===== src/rtl/mem_access_stage_pkg.sv =====
`default_nettype none
// ============================================================================
// Module      : mem_access_stage_pkg
// Description : Types and constants for the MIPS memory-access stage. This
//               package holds the controller state encoding, the default
//               bus timeout and the mask that turns a byte address into a
//               word address.
// Revision    : 1.0 - initial release
// ============================================================================
package mem_access_stage_pkg;

  // Memory-stage controller states
  typedef enum logic [1:0] {
    IDLE = 2'd0,
    WAIT = 2'd1,
    DONE = 2'd2
  } mem_state_e;

  // Maximum number of WAIT cycles without mem_ack before a bus error
  localparam int unsigned c_timeout_default = 15;

  // Clears byte-offset bits to form a word address
  localparam logic [31:0] c_word_align_mask = 32'hFFFF_FFFC;

endpackage
`default_nettype wire


===== src/rtl/mem_timeout_counter.sv =====
`default_nettype none
// ============================================================================
// Module      : mem_timeout_counter
// Description : 8-bit cycle counter used to time out memory accesses.
//               Synchronous clear has priority over enable. o_terminal is
//               high while the count equals TERMINAL.
// Ports       : clk        - clock, rising edge
//               reset      - asynchronous active-low reset
//               i_clear    - return count to zero
//               i_enable   - increment count
//               o_terminal - count == TERMINAL
// Revision    : 1.0 - initial release
// ============================================================================
module mem_timeout_counter #(
  parameter int unsigned TERMINAL = 14
) (
  input  logic clk,
  input  logic reset,
  input  logic i_clear,
  input  logic i_enable,
  output logic o_terminal
);

  localparam logic [7:0] c_terminal = TERMINAL[7:0];

  logic [7:0] r_count;

  always_ff @(posedge clk or negedge reset) begin
    if (!reset) begin
      r_count <= 8'd0;
    end else if (i_clear) begin
      r_count <= 8'd0;
    end else if (i_enable) begin
      r_count <= r_count + 8'd1;
    end
  end

  assign o_terminal = (r_count == c_terminal);

endmodule
`default_nettype wire


===== src/rtl/mem_access_stage.sv =====
`default_nettype none
// ============================================================================
// Module      : mem_access_stage
// Description : Memory-stage controller. It converts MemRead/MemWrite into a
//               req/ack transaction on a variable-latency data memory, stalls
//               the upstream pipeline while the access is outstanding, and
//               delivers load data plus gated RegWrite to MEM/WB.
// Ports       : clk, reset (async active-low)
//               MemRead_IN, MemWrite_IN, RegWrite_IN, ALUResult_IN,
//               WriteData_IN          - from EX/MEM
//               mem_ack, mem_rdata    - memory response
//               mem_req, mem_we, mem_addr, mem_wdata - memory request
//               Stall_OUT             - hold PC, IF/ID, ID/EX, EX/MEM
//               ReadData_OUT, RegWrite_OUT, Misaligned_OUT,
//               BusError_OUT          - to MEM/WB
// Revision    : 1.0 - initial release
// ============================================================================
module mem_access_stage
  import mem_access_stage_pkg::*;
#(
  parameter int unsigned TIMEOUT = c_timeout_default
) (
  input  logic        clk,
  input  logic        reset,
  input  logic        MemRead_IN,
  input  logic        MemWrite_IN,
  input  logic        RegWrite_IN,
  input  logic [31:0] ALUResult_IN,
  input  logic [31:0] WriteData_IN,
  input  logic        mem_ack,
  input  logic [31:0] mem_rdata,
  output logic        mem_req,
  output logic        mem_we,
  output logic [31:0] mem_addr,
  output logic [31:0] mem_wdata,
  output logic        Stall_OUT,
  output logic [31:0] ReadData_OUT,
  output logic        RegWrite_OUT,
  output logic        Misaligned_OUT,
  output logic        BusError_OUT
);

  mem_state_e  r_state;
  mem_state_e  w_state_next;

  logic        r_req;
  logic        r_we;
  logic [31:0] r_addr;
  logic [31:0] r_wdata;
  logic [31:0] r_rdata;
  logic        r_buserr;

  logic        w_mem_op;
  logic        w_aligned;
  logic        w_start;
  logic        w_ack;
  logic        w_timeout;
  logic        w_cnt_clear;
  logic        w_cnt_en;
  logic        w_terminal;

  assign w_mem_op  = MemRead_IN | MemWrite_IN;
  assign w_aligned = (ALUResult_IN[1:0] == 2'b00);

  // Transaction events; mem_ack is only meaningful while waiting, and an ack
  // on the terminal-count edge beats the timeout.
  assign w_start   = (r_state == IDLE) && w_mem_op && w_aligned;
  assign w_ack     = (r_state == WAIT) && mem_ack;
  assign w_timeout = (r_state == WAIT) && !mem_ack && w_terminal;

  // --------------------------------------------------------------------------
  // FSM
  // --------------------------------------------------------------------------
  always_ff @(posedge clk or negedge reset) begin
    if (!reset) begin
      r_state <= IDLE;
    end else begin
      r_state <= w_state_next;
    end
  end

  always_comb begin
    w_state_next = r_state;
    Stall_OUT    = 1'b0;
    w_cnt_clear  = 1'b1;
    w_cnt_en     = 1'b0;
    case (r_state)
      IDLE: begin
        if (w_mem_op && w_aligned) begin
          Stall_OUT    = 1'b1;
          w_state_next = WAIT;
        end
      end
      WAIT: begin
        Stall_OUT   = 1'b1;
        w_cnt_clear = 1'b0;
        if (mem_ack || w_terminal) begin
          w_state_next = DONE;
        end else begin
          w_cnt_en = 1'b1;
        end
      end
      DONE: begin
        // Pipeline advances at the end of this cycle
        w_state_next = IDLE;
      end
      default: begin
        w_state_next = IDLE;
      end
    endcase
  end

  // --------------------------------------------------------------------------
  // WAIT-cycle counter; terminal at TIMEOUT-1 so exactly TIMEOUT WAIT cycles
  // elapse before the bus error.
  // --------------------------------------------------------------------------
  mem_timeout_counter #(
    .TERMINAL (TIMEOUT - 1)
  ) u_timeout_counter (
    .clk        (clk),
    .reset      (reset),
    .i_clear    (w_cnt_clear),
    .i_enable   (w_cnt_en),
    .o_terminal (w_terminal)
  );

  // --------------------------------------------------------------------------
  // Request, read-data and error registers
  // --------------------------------------------------------------------------
  always_ff @(posedge clk or negedge reset) begin
    if (!reset) begin
      r_req    <= 1'b0;
      r_we     <= 1'b0;
      r_addr   <= 32'd0;
      r_wdata  <= 32'd0;
      r_rdata  <= 32'd0;
      r_buserr <= 1'b0;
    end else begin
      if (w_start) begin
        r_req   <= 1'b1;
        r_we    <= MemWrite_IN;
        r_addr  <= ALUResult_IN & c_word_align_mask;
        r_wdata <= WriteData_IN;
      end else if (w_ack) begin
        r_req <= 1'b0;
        // Stores leave the previous load result untouched
        if (!r_we) begin
          r_rdata <= mem_rdata;
        end
      end else if (w_timeout) begin
        r_req    <= 1'b0;
        r_rdata  <= 32'd0;
        r_buserr <= 1'b1;
      end

      if (r_state == DONE) begin
        r_buserr <= 1'b0;
      end
    end
  end

  assign mem_req        = r_req;
  assign mem_we         = r_we;
  assign mem_addr       = r_addr;
  assign mem_wdata      = r_wdata;
  assign ReadData_OUT   = r_rdata;
  assign BusError_OUT   = r_buserr;
  assign Misaligned_OUT = w_mem_op && !w_aligned;
  assign RegWrite_OUT   = RegWrite_IN && !Misaligned_OUT && !BusError_OUT;

endmodule
`default_nettype wire


===== config.mk =====
export PLATFORM = sky130hd
export DESIGN_NAME = mem_access_stage
export DESIGN_NICKNAME = d
export VERILOG_FILES = /design/src/rtl/mem_access_stage_pkg.sv /design/src/rtl/mem_timeout_counter.sv /design/src/rtl/mem_access_stage.sv
export SDC_FILE = /design/constraint.sdc
export NUM_CORES = 1
export LEC_CHECK = 0
export CORE_MARGIN = 5
export CORE_UTILIZATION = 35
export CTS_BUF_LIST = sky130_fd_sc_hd__clkbuf_16
export CTS_CLUSTER_DIAMETER = 60
export DETAILED_ROUTE_END_ITERATION = 8
export GPL_TIMING_DRIVEN = 0
export PLACE_DENSITY = 0.81
export SLEW_MARGIN = 20
export SYNTH_ARGS = -nofsm -noshare
export SYNTH_HDL_FRONTEND = slang
export SYNTH_SLANG_ARGS = --single-unit

===== constraint.sdc =====
create_clock -name clk -period 5.05 [get_ports clk]
set_clock_uncertainty 0.2 [all_clocks]
set_input_delay 1.01 -clock clk [delete_from_list [all_inputs] [get_ports clk]]
set_output_delay 1.01 -clock clk [all_outputs]
set_load 0.02 [all_outputs]

* Word-level counts from Yosys, hierarchy flattened *
Cells that the tools add are included.

word-level totals
  logic and storage cells = 61
  register bits = 107
  output and inout bits = 102
  bits of input ports = 102

cells by class
  reduce and logical (&&, ||, !) cells = 22
  bitwise logic cells = 2
  eq/ne operators = 9
  muxes and demuxes = 19
  add/subtract/negate cells = 1

operators by type and width
  kind                                                   number
  two-way mux 32 bit                                     3
  two-way mux 8 bit                                      2
  two-way mux 1 bit                                      10
  inequality test 2 x 1 -> 1 bit, second input constant  5
  logical AND 1 bit                                      9
  adder 8 x 1 -> 8 bit, second input constant            1
  equality test 8 x 4 -> 1 bit, second input constant    1
  AND reduction 3 bit                                    2
  zero test 1 bit                                        4
  zero test 2 bit                                        2
  two-way mux 2 bit                                      2
  case mux 2 bit (2 select lines)                        1
  nonzero test 2 bit                                     2
  nonzero test 3 bit                                     1
  equality test 2 x 1 -> 1 bit, second input constant    1
  equality test 2 bit, second input constant             1
  inequality test 2 bit, second input constant           1
  case mux 1 bit (2 select lines)                        1
  AND reduction 2 bit                                    1
  logical OR 1 bit                                       1
  inverter 1 bit                                         1
  OR 1 bit                                               1

* Logic depth before layout (Yosys ltp) *
Gate-level depths: netlist of the first run.

  depth in word-level cells = 7
  gate-level depth with buffers = 6
  mapped depth without buffers = 5

* By module *
From an unflattened synthesis of the first run, not the netlist that was laid out.

second synthesis, totals
  cell total of the unflattened synthesis = 273
  area total of the unflattened synthesis = 4306.6 µm²

by module, submodules not included
  module               times used  area each (µm²)  cells each
  mem_access_stage     1           3880.0           231
  mem_timeout_counter  1           426.7            42

* Worst setup path before layout of the first run *
OpenSTA, ideal clock, no wires.

  path type = input to output
  from = in ALUResult_IN[1]
  to = out Stall_OUT
  setup slack = 1957 ps
  arrival time = 1883 ps
  path buffers = 2
  data required time = 3840 ps
  stages = 5
  cell sequence = nor4_1 > o21ai_0 > buf_2 > buf_2 > nand2_1

between the ends
  longest elaborated chain between the ends = 4

RTL lines
  what                             RTL line                source
  start: declaration               mem_access_stage.sv:28  input logic [31:0] ALUResult_IN,
  zero test 2 bit                  mem_access_stage.sv:63  assign w_aligned = (ALUResult_IN[1:0] == 2'b00);
  logical AND 1 bit                mem_access_stage.sv:89  if (w_mem_op && w_aligned) begin
  two-way mux 1 bit                mem_access_stage.sv:89
  case mux 1 bit (2 select lines)  mem_access_stage.sv:87  case (r_state)
  end: declaration                 mem_access_stage.sv:36  output logic Stall_OUT,

Every way passes these cells.

* Worst setup path after layout of the first run *
  from = in MemWrite_IN
  to = out Stall_OUT

between the ends
  longest elaborated chain between the ends = 4

RTL lines
  what                             RTL line                source
  start: declaration               mem_access_stage.sv:26  input logic MemWrite_IN,
  OR 1 bit                         mem_access_stage.sv:62  assign w_mem_op = MemRead_IN | MemWrite_IN;
  logical AND 1 bit                mem_access_stage.sv:89
  two-way mux 1 bit                mem_access_stage.sv:89
  case mux 1 bit (2 select lines)  mem_access_stage.sv:87

Every way passes these cells.

==> results of run 1 <==
critical path, stage by stage:
cell	delay [ps]
clkdlybuf4s50_1	450
o21ai_0	380
buf_2	320
buf_2	310
nand2_1	90
clkdlybuf4s50_1	570
where the power goes:
part	switching (mW)	internal, mW	leakage, nW
logic	0.481	0.572	1.39
registers	0.105	1.04	1.20
clock network	0.305	0.377	0.132
total	0.892	1.99	2.72
logic make-up after synthesis:
logic type      Yosys count
flops                   107
mux                      64
simple gates             57
compound gates           54
buf+inv                  26
fa+ha+maj                 2
other cells               1
registers in the layout (all words and copies together), names as in the netlist:
name / cells
ReadData_OUT: 32
mem_wdata: 32
mem_addr: 30
u_timeout_counter.r_count: 8
r_state: 2
BusError_OUT: 1
mem_req: 1
mem_we: 1
worst max-delay path by stage:
stage / from / to / slack (ps) / cells after the start
floorplan: ALUResult_IN[1] / Stall_OUT / 1960 / 5
global placement: reset / u_timeout_counter.r_count[1] / -1230 / 1
detailed placement: MemWrite_IN / Stall_OUT / 640 / 6
CTS: MemWrite_IN / Stall_OUT / 640 / 6
global route: MemWrite_IN / Stall_OUT / 520 / 6
finish: MemWrite_IN / Stall_OUT / 700 / 6
final cells by class:
class                           instances  area [µm²]
Tap cell                              172         215
Buffer                                 21         120
Inverter                                5        18.8
Multi-Input combinational cell        179        1590
Fill cell                            1054        5530
Clock buffer                            9         225
Sequential cell                       107        2680
Timing Repair Buffer                  201        2030
Clock inverter                          6        57.6
routing by layer:
metal  global-route usage [%]  wire length, µm  vias to the layer above
met3                     4.69             1000                       22
li1                         -                -                     1555
met1                     19.3             4720                     1671
met4                     7.91              354                        0
met2                     25.8             5890                      152
met5                        0                0                        -
metrics by stage:
stage	hold WS (ps)	TNS [ps]	power, mW	util, %
final	304	0	2.88	55.6
after global routing	321	0	3.03	55.6
after CTS	308	0	2.92	55.6
after detailed placement	292	0	2.23	53.4
after global placement	287	-131140	2.19	53.1
after floorplan	279	0	1.66	-
synth_stat cells (2+ instances only):
| cell | count | area (µm²) |
|---|---|---|
| buf_6 | 3 | 33.8 |
| a221o_1 | 30 | 300 |
| o21ai_0 | 7 | 35.0 |
| buf_4 | 2 | 15.0 |
| a21oi_1 | 5 | 25.0 |
| a221o_2 | 2 | 22.5 |
| o31ai_1 | 2 | 15.0 |
| clkbuf_1 | 7 | 26.3 |
| ha_1 | 2 | 25.0 |
| or3_2 | 2 | 15.0 |
| and2_1 | 32 | 200 |
| dfrtp_1 | 107 | 2680 |
| a211oi_1 | 2 | 15.0 |
| mux2_2 | 63 | 709 |
| nor2b_1 | 3 | 18.8 |
| nand2_1 | 9 | 33.8 |
| buf_2 | 8 | 40.0 |
| inv_1 | 5 | 18.8 |
| nand4b_1 | 2 | 17.5 |
==> qor.csv, run 1 <==
stage;metric;value;unit
floorplan;io_pins;204;
cells_and_area;drive_gt1_share;18.8;%
floorplan;die_area;14900;µm²
setup_path;critical_path.startpoint_type;input port;
cts;numCtsBuffers;9;
route;postRouteAntennaNets;0;
grt;track_usage;15.9;%
setup_path;r2r_cells;6;
cells_and_area;finalNetCount;628;
status;outcome;complete, no violations;
cells_and_area;final_cell_mix;clkdlybuf4s50_1, dfrtp_1, mux2_2, and2_1, a221o_1;
timing;slew-limit-headroom;57.8;%
placement;port_buffers;200;
cells_and_area;antenna_cells;0;
placement;place_area;6650;µm²
min_path;hold_path_class;reg -> reg;
grt;antenna_found_initial;0;
power_and_ir_drop;ir_drop;195;µV
cts;clk_pin_slew_worst_paths;70;ps
synth;ys.flop_type;dfrtp_1;
timing;period_share;86.1;%
setup_path;required;3840;ps
min_path;holdPathStages;1;
synth;syn-mean-instance-area;14.2;µm²
cells_and_area;layout_commonest_cell;clkdlybuf4s50_1;
route;vias;3400;
synth;synth_cells;311;
synth;synth_top_family_by_area;multiplexers;
synth;synth_cell_type_count;37;
cells_and_area;finalInstanceArea;6930;µm²
synth;async_flop_share;100;%
route;first_iter_violations;217;
synth;ys_warn_count;0;
timing;fmax;230;MHz
timing;grt_setup_unrepaired;no;
placement;place_ws;644;ps
cts;cts_tree;yes;
synth;synth-edff-count;0;
route;drc;0;
floorplan;fp-row-count;41;
synth;synth_compound_area_share;10.8;%
setup_path;end_kind;output pin;
cells_and_area;layout.cells.non_filler;700;
synth;synth_area;4400;µm²
min_path;worstHoldStart;mem_addr[4];
setup_path;worst-r2r-setup-slack;2850;ps
setup_path;r2r_end;ReadData_OUT[14];
route;first_pass_iters;6;
timing;slew_viol_final;0;
power_and_ir_drop;powerDensity;416;nW/µm²
synth;ys_seq_area_share;60.8;%
synth;synthAdderAreaFrac;0.569;%
cells_and_area;area_delta_synth_final;57.5;%
cts;post_cts_buffers;0;
floorplan;die_y;122;µm
route;vias_per_cell;4.86;
floorplan;start_util;35.3;%
cts;cts_root_buf;clkbuf_16;
grt;grt_max_degree;71;
cts;cts.sinks;107;
synth;synth-seq-cells;107;
timing;setup_ws;704;ps
setup_path;crit_path_max_fanout;10;
setup_path;worstReg2RegStart;u_timeout_counter.r_count[0];
timing;final_hold_viol_count;0;
grt;grt_first_pass_wirelength;18600;µm
route;wl_per_cell;17.1;µm
cts;ctsResizeCount;0;
placement;place_inst;685;
power_and_ir_drop;p_leak;2.72;nW
floorplan;core_area;12500;µm²
synth;synth-xor-area-share;0;%
cts;postCtsHoldBufs;0;
timing;tightest_slew;629;ps
route;totalWireLength;12000;µm
cts;htree_levels;3;
timing;post-route-min-period;4350;ps
synth;synth.mux.area_fraction;16.3;%
setup_path;critPathArrivalTime;3140;ps
cts;cts.path.max_buffers;2;
grt;grt_pass1_vias;3619;
grt;overflow;0;
min_path;min_to;mem_addr[4];
placement;routabilityCongestion;0.814;
cts;insertion_delay;340;ps
flow_run;cap_viol_max_count;0;
synth;yosys.area_share.simple;8.19;%
setup_path;critPathKind;in -> out;
placement;detailed_place_hpwl;9130;µm
timing;setup_viol;0;
floorplan;fp.dieW;122;µm
Note: power is estimated with default switching activity, not from simulation.
==> run 2: changes to the inputs <==
--- a/config.mk
+++ b/config.mk
@@ -6,12 +6,13 @@
 export NUM_CORES = 1
 export LEC_CHECK = 0
 export CORE_MARGIN = 5
-export CORE_UTILIZATION = 35
+export CORE_UTILIZATION = 45
 export CTS_BUF_LIST = sky130_fd_sc_hd__clkbuf_16
 export CTS_CLUSTER_DIAMETER = 60
 export DETAILED_ROUTE_END_ITERATION = 8
 export GPL_TIMING_DRIVEN = 0
-export PLACE_DENSITY = 0.81
+export HOLD_SLACK_MARGIN = 0.15
+export PLACE_DENSITY = 0.95
 export SLEW_MARGIN = 20
 export SYNTH_ARGS = -nofsm -noshare
 export SYNTH_HDL_FRONTEND = slang
==> qor.csv, run 2 (synthesis results as in run 1) <==
stage;metric;value;unit;change
floorplan;fp-row-count;36;;-12%
floorplan;die_y;109;µm;-11%
route;wl_per_cell;19.1;µm;+12%
setup_path;crit_path_max_fanout;10;;unchanged
cts;cts.path.max_buffers;2;;unchanged
power_and_ir_drop;power_frac_seq;39.3;%;-0.5 points
cells_and_area;antenna_cells;0;;unchanged
placement;detailed_place_hpwl;9780;µm;+7.2%
cts;cts_root_buf;clkbuf_16;;
setup_path;r2r_cells;6;;unchanged
grt;overflow;0;;unchanged
setup_path;critical_path.startpoint_type;input port;;
timing;fmax;235;MHz;+2.2%
power_and_ir_drop;intPower;2.05;mW;+2.6%
timing;slew-limit-headroom;58.7;%;+0.91 points
timing;period_share;84.2;%;-1.8 points
min_path;hold_path_class;reg -> reg;;
timing;hold_slack;304;ps;-0.725 ps
grt;grt_pass1_vias;3751;;+3.6%
cts;cts.sinks;107;;unchanged
cts;insertion_delay;340;ps;about the same
route;drc;0;;unchanged
setup_path;critPathKind;in -> out;;
timing;grt_setup_unrepaired;no;;
cells_and_area;area_delta_synth_final;57.0;%;
setup_path;worstPathCellList;clkdlybuf4s50_1, o21ai_0, buf_2, buf_2, nand2_1, clkdlybuf4s50_1;;
cts;htree_levels;3;;unchanged
floorplan;io_pins;204;;unchanged
timing;final_hold_viol_count;0;;unchanged
setup_path;required;3840;ps;about the same
timing;post-route-min-period;4250;ps;-93.3 ps
cells_and_area;drive_gt1_share;18.8;%;unchanged
placement;place_area;6600;µm²;-0.73%
timing;setup_ws;797;ps;+93.3 ps
cts;numCtsBuffers;9;;unchanged
status;outcome;complete, no violations;;
cells_and_area;nFillCells;667;;-37%
cts;ctsResizeCount;0;;unchanged
placement;place_ws;752;ps;+108 ps
route;vias_per_cell;5.20;;+7.1%
setup_path;critPathArrivalTime;3040;ps;-100 ps
cells_and_area;layout_commonest_cell;clkdlybuf4s50_1;;
power_and_ir_drop;ir_drop;283;µV;+45%
placement;routabilityCongestion;0.821;;+0.93%
cts;post_cts_buffers;0;;unchanged
timing;setup_viol;0;;unchanged
grt;antenna_found_initial;0;;unchanged
route;totalWireLength;12600;µm;+5.4%
route;postRouteAntennaNets;0;;unchanged
cts;postCtsHoldBufs;0;;unchanged
timing;tightest_slew;620;ps;-8.88 ps
setup_path;end_kind;output pin;;
power_and_ir_drop;p_switching;0.901;mW;+1.1%
route;first_pass_iters;4;;-2
floorplan;start_util;45.7;%;+10 points
power_and_ir_drop;powerDensity;426;nW/µm²;+2.5%
grt;grt_max_degree;58;;-18%
min_path;holdPathStages;1;;unchanged
power_and_ir_drop;p_leak;2.74;nW;+0.80%
cts;clk_pin_slew_worst_paths;70;ps;about the same
cells_and_area;finalInstanceArea;6910;µm²;-0.32%
route;first_iter_violations;133;;-39%
floorplan;die_area;11900;µm²;-21%
setup_path;slowest_stage;clkdlybuf4s50_1;;
power_and_ir_drop;pwr-share-comb;36.1;%;-0.4 points
floorplan;fp.dieW;109;µm;-11%
power_and_ir_drop;swShare;30.6;%;-0.32 points
setup_path;critical_path_buf_inv_count;4;;unchanged
timing;slew_viol_final;0;;unchanged
cells_and_area;finalNetCount;628;;unchanged
grt;grt_first_pass_wirelength;19400;µm;+4.3%
setup_path;slowest_delay;570;ps;about the same
floorplan;core_area;9640;µm²;-23%
placement;port_buffers;200;;unchanged
power_and_ir_drop;p_clk_share;24.6;%;+0.9 points
route;vias;3440;;+1.2%
flow_run;cap_viol_max_count;0;;unchanged
grt;track_usage;21.3;%;+5.4 points
setup_path;path_delay_family;buffers and inverters;;
setup_path;worst-path-stages;6;;unchanged
cts;cts_tree;yes;;
cells_and_area;final_cell_mix;clkdlybuf4s50_1, dfrtp_1, mux2_2, and2_1, a221o_1;;
run 2: cell count changes in the layout (fill, tap and decap cells not counted), sizes merged:
cell,previous run,this run
bufinv,1,2
clkinv,3,1
inv,5,7
clkinvlp,2,1
run 2: stage by stage:
step / setup TNS, ps / utilization [%] / total power [mW] / cells
floorplan: 0 / - / 1.66 / 312
global placement: -114230 / 68.2 / 2.19 / 645
detailed placement: 0 / 68.5 / 2.24 / 646
CTS: 0 / 71.7 / 2.97 / 661
global route: 0 / 71.7 / 3.08 / 661
finish: 0 / 71.7 / 2.95 / 661
run 2: worst paths after layout:
| path | start | to | slack [ps] |
|---|---|---|---|
| max | MemWrite_IN | Stall_OUT | 800 |
| min in group asynchronous | reset | mem_addr[12] | 430 |
| min | mem_wdata[31] | mem_wdata[31] | 300 |
| max reg2reg | u_timeout_counter.r_count[0] | ReadData_OUT[25] | 2830 |
| min reg2reg | mem_wdata[31] | mem_wdata[31] | 300 |
| max in group asynchronous | reset | mem_we | 3570 |
run 2: power groups by stage:
stage	Sequential, mW	Clock (mW)	Combinational [mW]
floorplan	1.39	0	0.271
global placement	1.15	0	1.04
detailed placement	1.17	0	1.07
CTS	1.16	0.738	1.07
global route	1.19	0.777	1.12
finish	1.16	0.726	1.06
run 2: cell type report:
| class | count | area [µm²] | share of cell area, % |
|---|---|---|---|
| Timing Repair Buffer | 201 | 2030 | 29.4 |
| Sequential cell | 107 | 2680 | 38.7 |
| Buffer | 21 | 120 | 1.74 |
| Inverter | 5 | 18.8 | 0.272 |
| Tap cell | 133 | 166 | 2.41 |
| Multi-Input combinational cell | 179 | 1590 | 23.0 |
| Clock inverter | 6 | 83.8 | 1.21 |
| Clock buffer | 9 | 225 | 3.26 |
run 2: routing by layer:
layer	track usage (%)	vias to the layer above	part of all wire, %
li1	-	1562	-
met1	23.6	1699	36
met2	38.2	152	53
met3	6.22	27	8.2
met4	8.84	0	2.9
met5	0	-	0
run 2: worst reg2reg max path, delay by kind of cell, from the launching register on:
kind | cells | cell delay [ps]
compound gates | 2 | 580
simple gates | 1 | 450
flops | 1 | 410
buf+inv | 2 | 290
fa+ha+maj | 1 | 170
==> run 3: changes to the inputs <==
--- a/config.mk
+++ b/config.mk
@@ -6,13 +6,13 @@
 export NUM_CORES = 1
 export LEC_CHECK = 0
 export CORE_MARGIN = 5
-export CORE_UTILIZATION = 45
+export CORE_UTILIZATION = 41
 export CTS_BUF_LIST = sky130_fd_sc_hd__clkbuf_16
 export CTS_CLUSTER_DIAMETER = 60
 export DETAILED_ROUTE_END_ITERATION = 8
 export GPL_TIMING_DRIVEN = 0
 export HOLD_SLACK_MARGIN = 0.15
-export PLACE_DENSITY = 0.95
+export PLACE_DENSITY = 0.91
 export SLEW_MARGIN = 20
 export SYNTH_ARGS = -nofsm -noshare
 export SYNTH_HDL_FRONTEND = slang
==> constraint.sdc (replaced) <==
create_clock -name clk -period 4.3 [get_ports clk]
set_clock_uncertainty 0.2 [all_clocks]
set_input_delay 0.86 -clock clk [delete_from_list [all_inputs] [get_ports clk]]
set_output_delay 0.86 -clock clk [all_outputs]
set_load 0.02 [all_outputs]
==> qor.csv, run 3 (synthesis results as in run 1) <==
stage;metric;value;unit;change
placement;detailed_place_hpwl;9680;µm;-1.0%
placement;place_ws;289;ps;-464 ps
timing;setup_viol;0;;unchanged
grt;antenna_found_initial;0;;unchanged
route;totalWireLength;12600;µm;-0.32%
power_and_ir_drop;p_leak;2.73;nW;-0.51%
cts;htree_levels;3;;unchanged
cts;cts.sinks;107;;unchanged
setup_path;worstReg2RegStart;u_timeout_counter.r_count[0];;
floorplan;core_area;10400;µm²;+8.1%
power_and_ir_drop;pwr-share-comb;36.2;%;about the same
timing;fmax;253;MHz;
setup_path;critical_path.startpoint_type;input port;;
setup_path;end_kind;output pin;;
min_path;hold_path_class;in -> async;;
setup_path;critPathKind;in -> out;;
route;first_pass_iters;4;;unchanged
placement;routabilityCongestion;0.800;;-2.6%
route;wl_per_cell;18.9;µm;-0.92%
placement;port_buffers;200;;unchanged
cts;cts_tree;yes;;
timing;period_share;91.7;%;
cells_and_area;multi_input_area;1590;µm²;unchanged
route;drc;0;;unchanged
setup_path;crit_path_max_fanout;10;;unchanged
route;postRouteAntennaNets;0;;unchanged
timing;slew-limit-headroom;58.1;%;-0.55 points
floorplan;die_area;12900;µm²;+8.8%
status;outcome;complete, no violations;;
cells_and_area;drive_gt1_share;19.1;%;+0.34 points
route;vias_per_cell;5.16;;-0.89%
timing;post-route-min-period;3950;ps;
cts;cts.path.max_buffers;2;;unchanged
cells_and_area;finalNetCount;628;;unchanged
setup_path;critPathArrivalTime;2890;ps;-150 ps
cells_and_area;area_delta_synth_final;56.9;%;about the same
cts;cts_root_buf;clkbuf_16;;
floorplan;die_y;114;µm;+4.3%
grt;overflow;0;;unchanged
power_and_ir_drop;p_total;3.44;mW;+17%
timing;setup_ws;355;ps;-442 ps
cts;post_cts_buffers;0;;unchanged
floorplan;io_pins;204;;unchanged
cells_and_area;antenna_cells;0;;unchanged
power_and_ir_drop;power_frac_seq;39.4;%;about the same
power_and_ir_drop;ir_drop;297;µV;+4.7%
cts;numCtsBuffers;9;;unchanged
grt;track_usage;19.4;%;-2.0 points
cells_and_area;utilization;66.3;%;-5.4 points
grt;grt_max_degree;63;;+8.6%
grt;grt_pass1_vias;3822;;+1.9%
cts;clk_pin_slew_worst_paths;70;ps;about the same
cts;postCtsHoldBufs;0;;unchanged
timing;grt_setup_unrepaired;no;;
cts;insertion_delay;340;ps;about the same
timing;hold_slack;300;ps;-4.03 ps
floorplan;fp-row-count;37;;+2.8%
cells_and_area;final_cell_mix;clkdlybuf4s50_1, dfrtp_1, mux2_2, and2_1, a221o_1;;
cells_and_area;regArea;2680;µm²;unchanged
timing;slew_viol_final;0;;unchanged
floorplan;fp.dieW;114;µm;+4.3%
route;vias;3430;;-0.29%
setup_path;critPathLaunch;MemWrite_IN;;
timing;tightest_slew;628;ps;+8.20 ps
power_and_ir_drop;p_clk_share;24.4;%;-0.2 points
cells_and_area;layout_commonest_cell;clkdlybuf4s50_1;;
floorplan;start_util;42.3;%;-3.4 points
setup_path;required;3240;ps;-600 ps
grt;grt_first_pass_wirelength;19800;µm;+2.1%
route;first_iter_violations;177;;+33%
flow_run;cap_viol_max_count;0;;unchanged
cells_and_area;nFillCells;753;;+13%
power_and_ir_drop;swShare;31.6;%;+0.99 points
timing;final_hold_viol_count;0;;unchanged
power_and_ir_drop;p_switching;1.09;mW;+20%
power_and_ir_drop;intPower;2.35;mW;+15%
power_and_ir_drop;powerDensity;498;nW/µm²;+17%
cts;ctsResizeCount;0;;unchanged
[run 3: changes by cell type in the layout (fill, tap and decap cells not counted)]
cell	change
inv_1	-2
inv_6	+2
bufinv_16	-1
clkinv_1	+1
clkinvlp_4	+1
[run 3: path summary, 6_finish.rpt]
kind                       slack, ps  cells past startpoint               end
max in group asynchronous       2970                      2       mem_addr[9]
setup / recovery                 350                      6         Stall_OUT
hold / removal                   300                      1        r_state[1]
min in group clk                 310                      1       mem_addr[3]
setup reg to reg                2120                      6  ReadData_OUT[28]
hold reg to reg                  310                      1       mem_addr[3]
[run 3: layout make-up]
type,instances,area share [%]
clock buffer,9,3.26
sequential,107,38.8
multi-input combinational,179,23.0
tap,136,2.46
timing repair buffer,201,29.4
clock inverter,7,1.09
inverter,5,0.272
buffer,21,1.74
[run 3: metal layers]
metal	GRT usage, %	vias up	routed length, µm
li1	-	1558	-
met1	22.0	1690	4750
met3	6.15	27	1000
met4	7.13	0	381
met2	34.1	155	6420
met5	0	-	0
[run 3: power groups by stage]
| stage | sequential (mW) | clock [mW] | combinational (mW) |
|---|---|---|---|
| 2_1_floorplan | 1.63 | 0 | 0.318 |
| 3_3_place_gp | 1.35 | 0 | 1.22 |
| 3_5_place_dp | 1.37 | 0 | 1.26 |
| 4_1_cts | 1.36 | 0.856 | 1.26 |
| 5_1_grt | 1.39 | 0.899 | 1.32 |
| 6_report | 1.36 | 0.837 | 1.25 |
[run 3: critical path, stage by stage]
cell,delay (ps)
clkdlybuf4s50_1,440
o21ai_0,320
buf_2,310
buf_2,290
nand2_1,90
clkdlybuf4s50_1,570
[run 3: metrics by stage]
step | cell area, µm² | instances | TNS [ps]
6_report | 6910 | 665 | 0
3_5_place_dp | 6610 | 649 | 0
3_3_place_gp | 6580 | 648 | -179910
4_1_cts | 6910 | 665 | 0
5_1_grt | 6910 | 665 | 0
2_1_floorplan | 4410 | 312 | 0
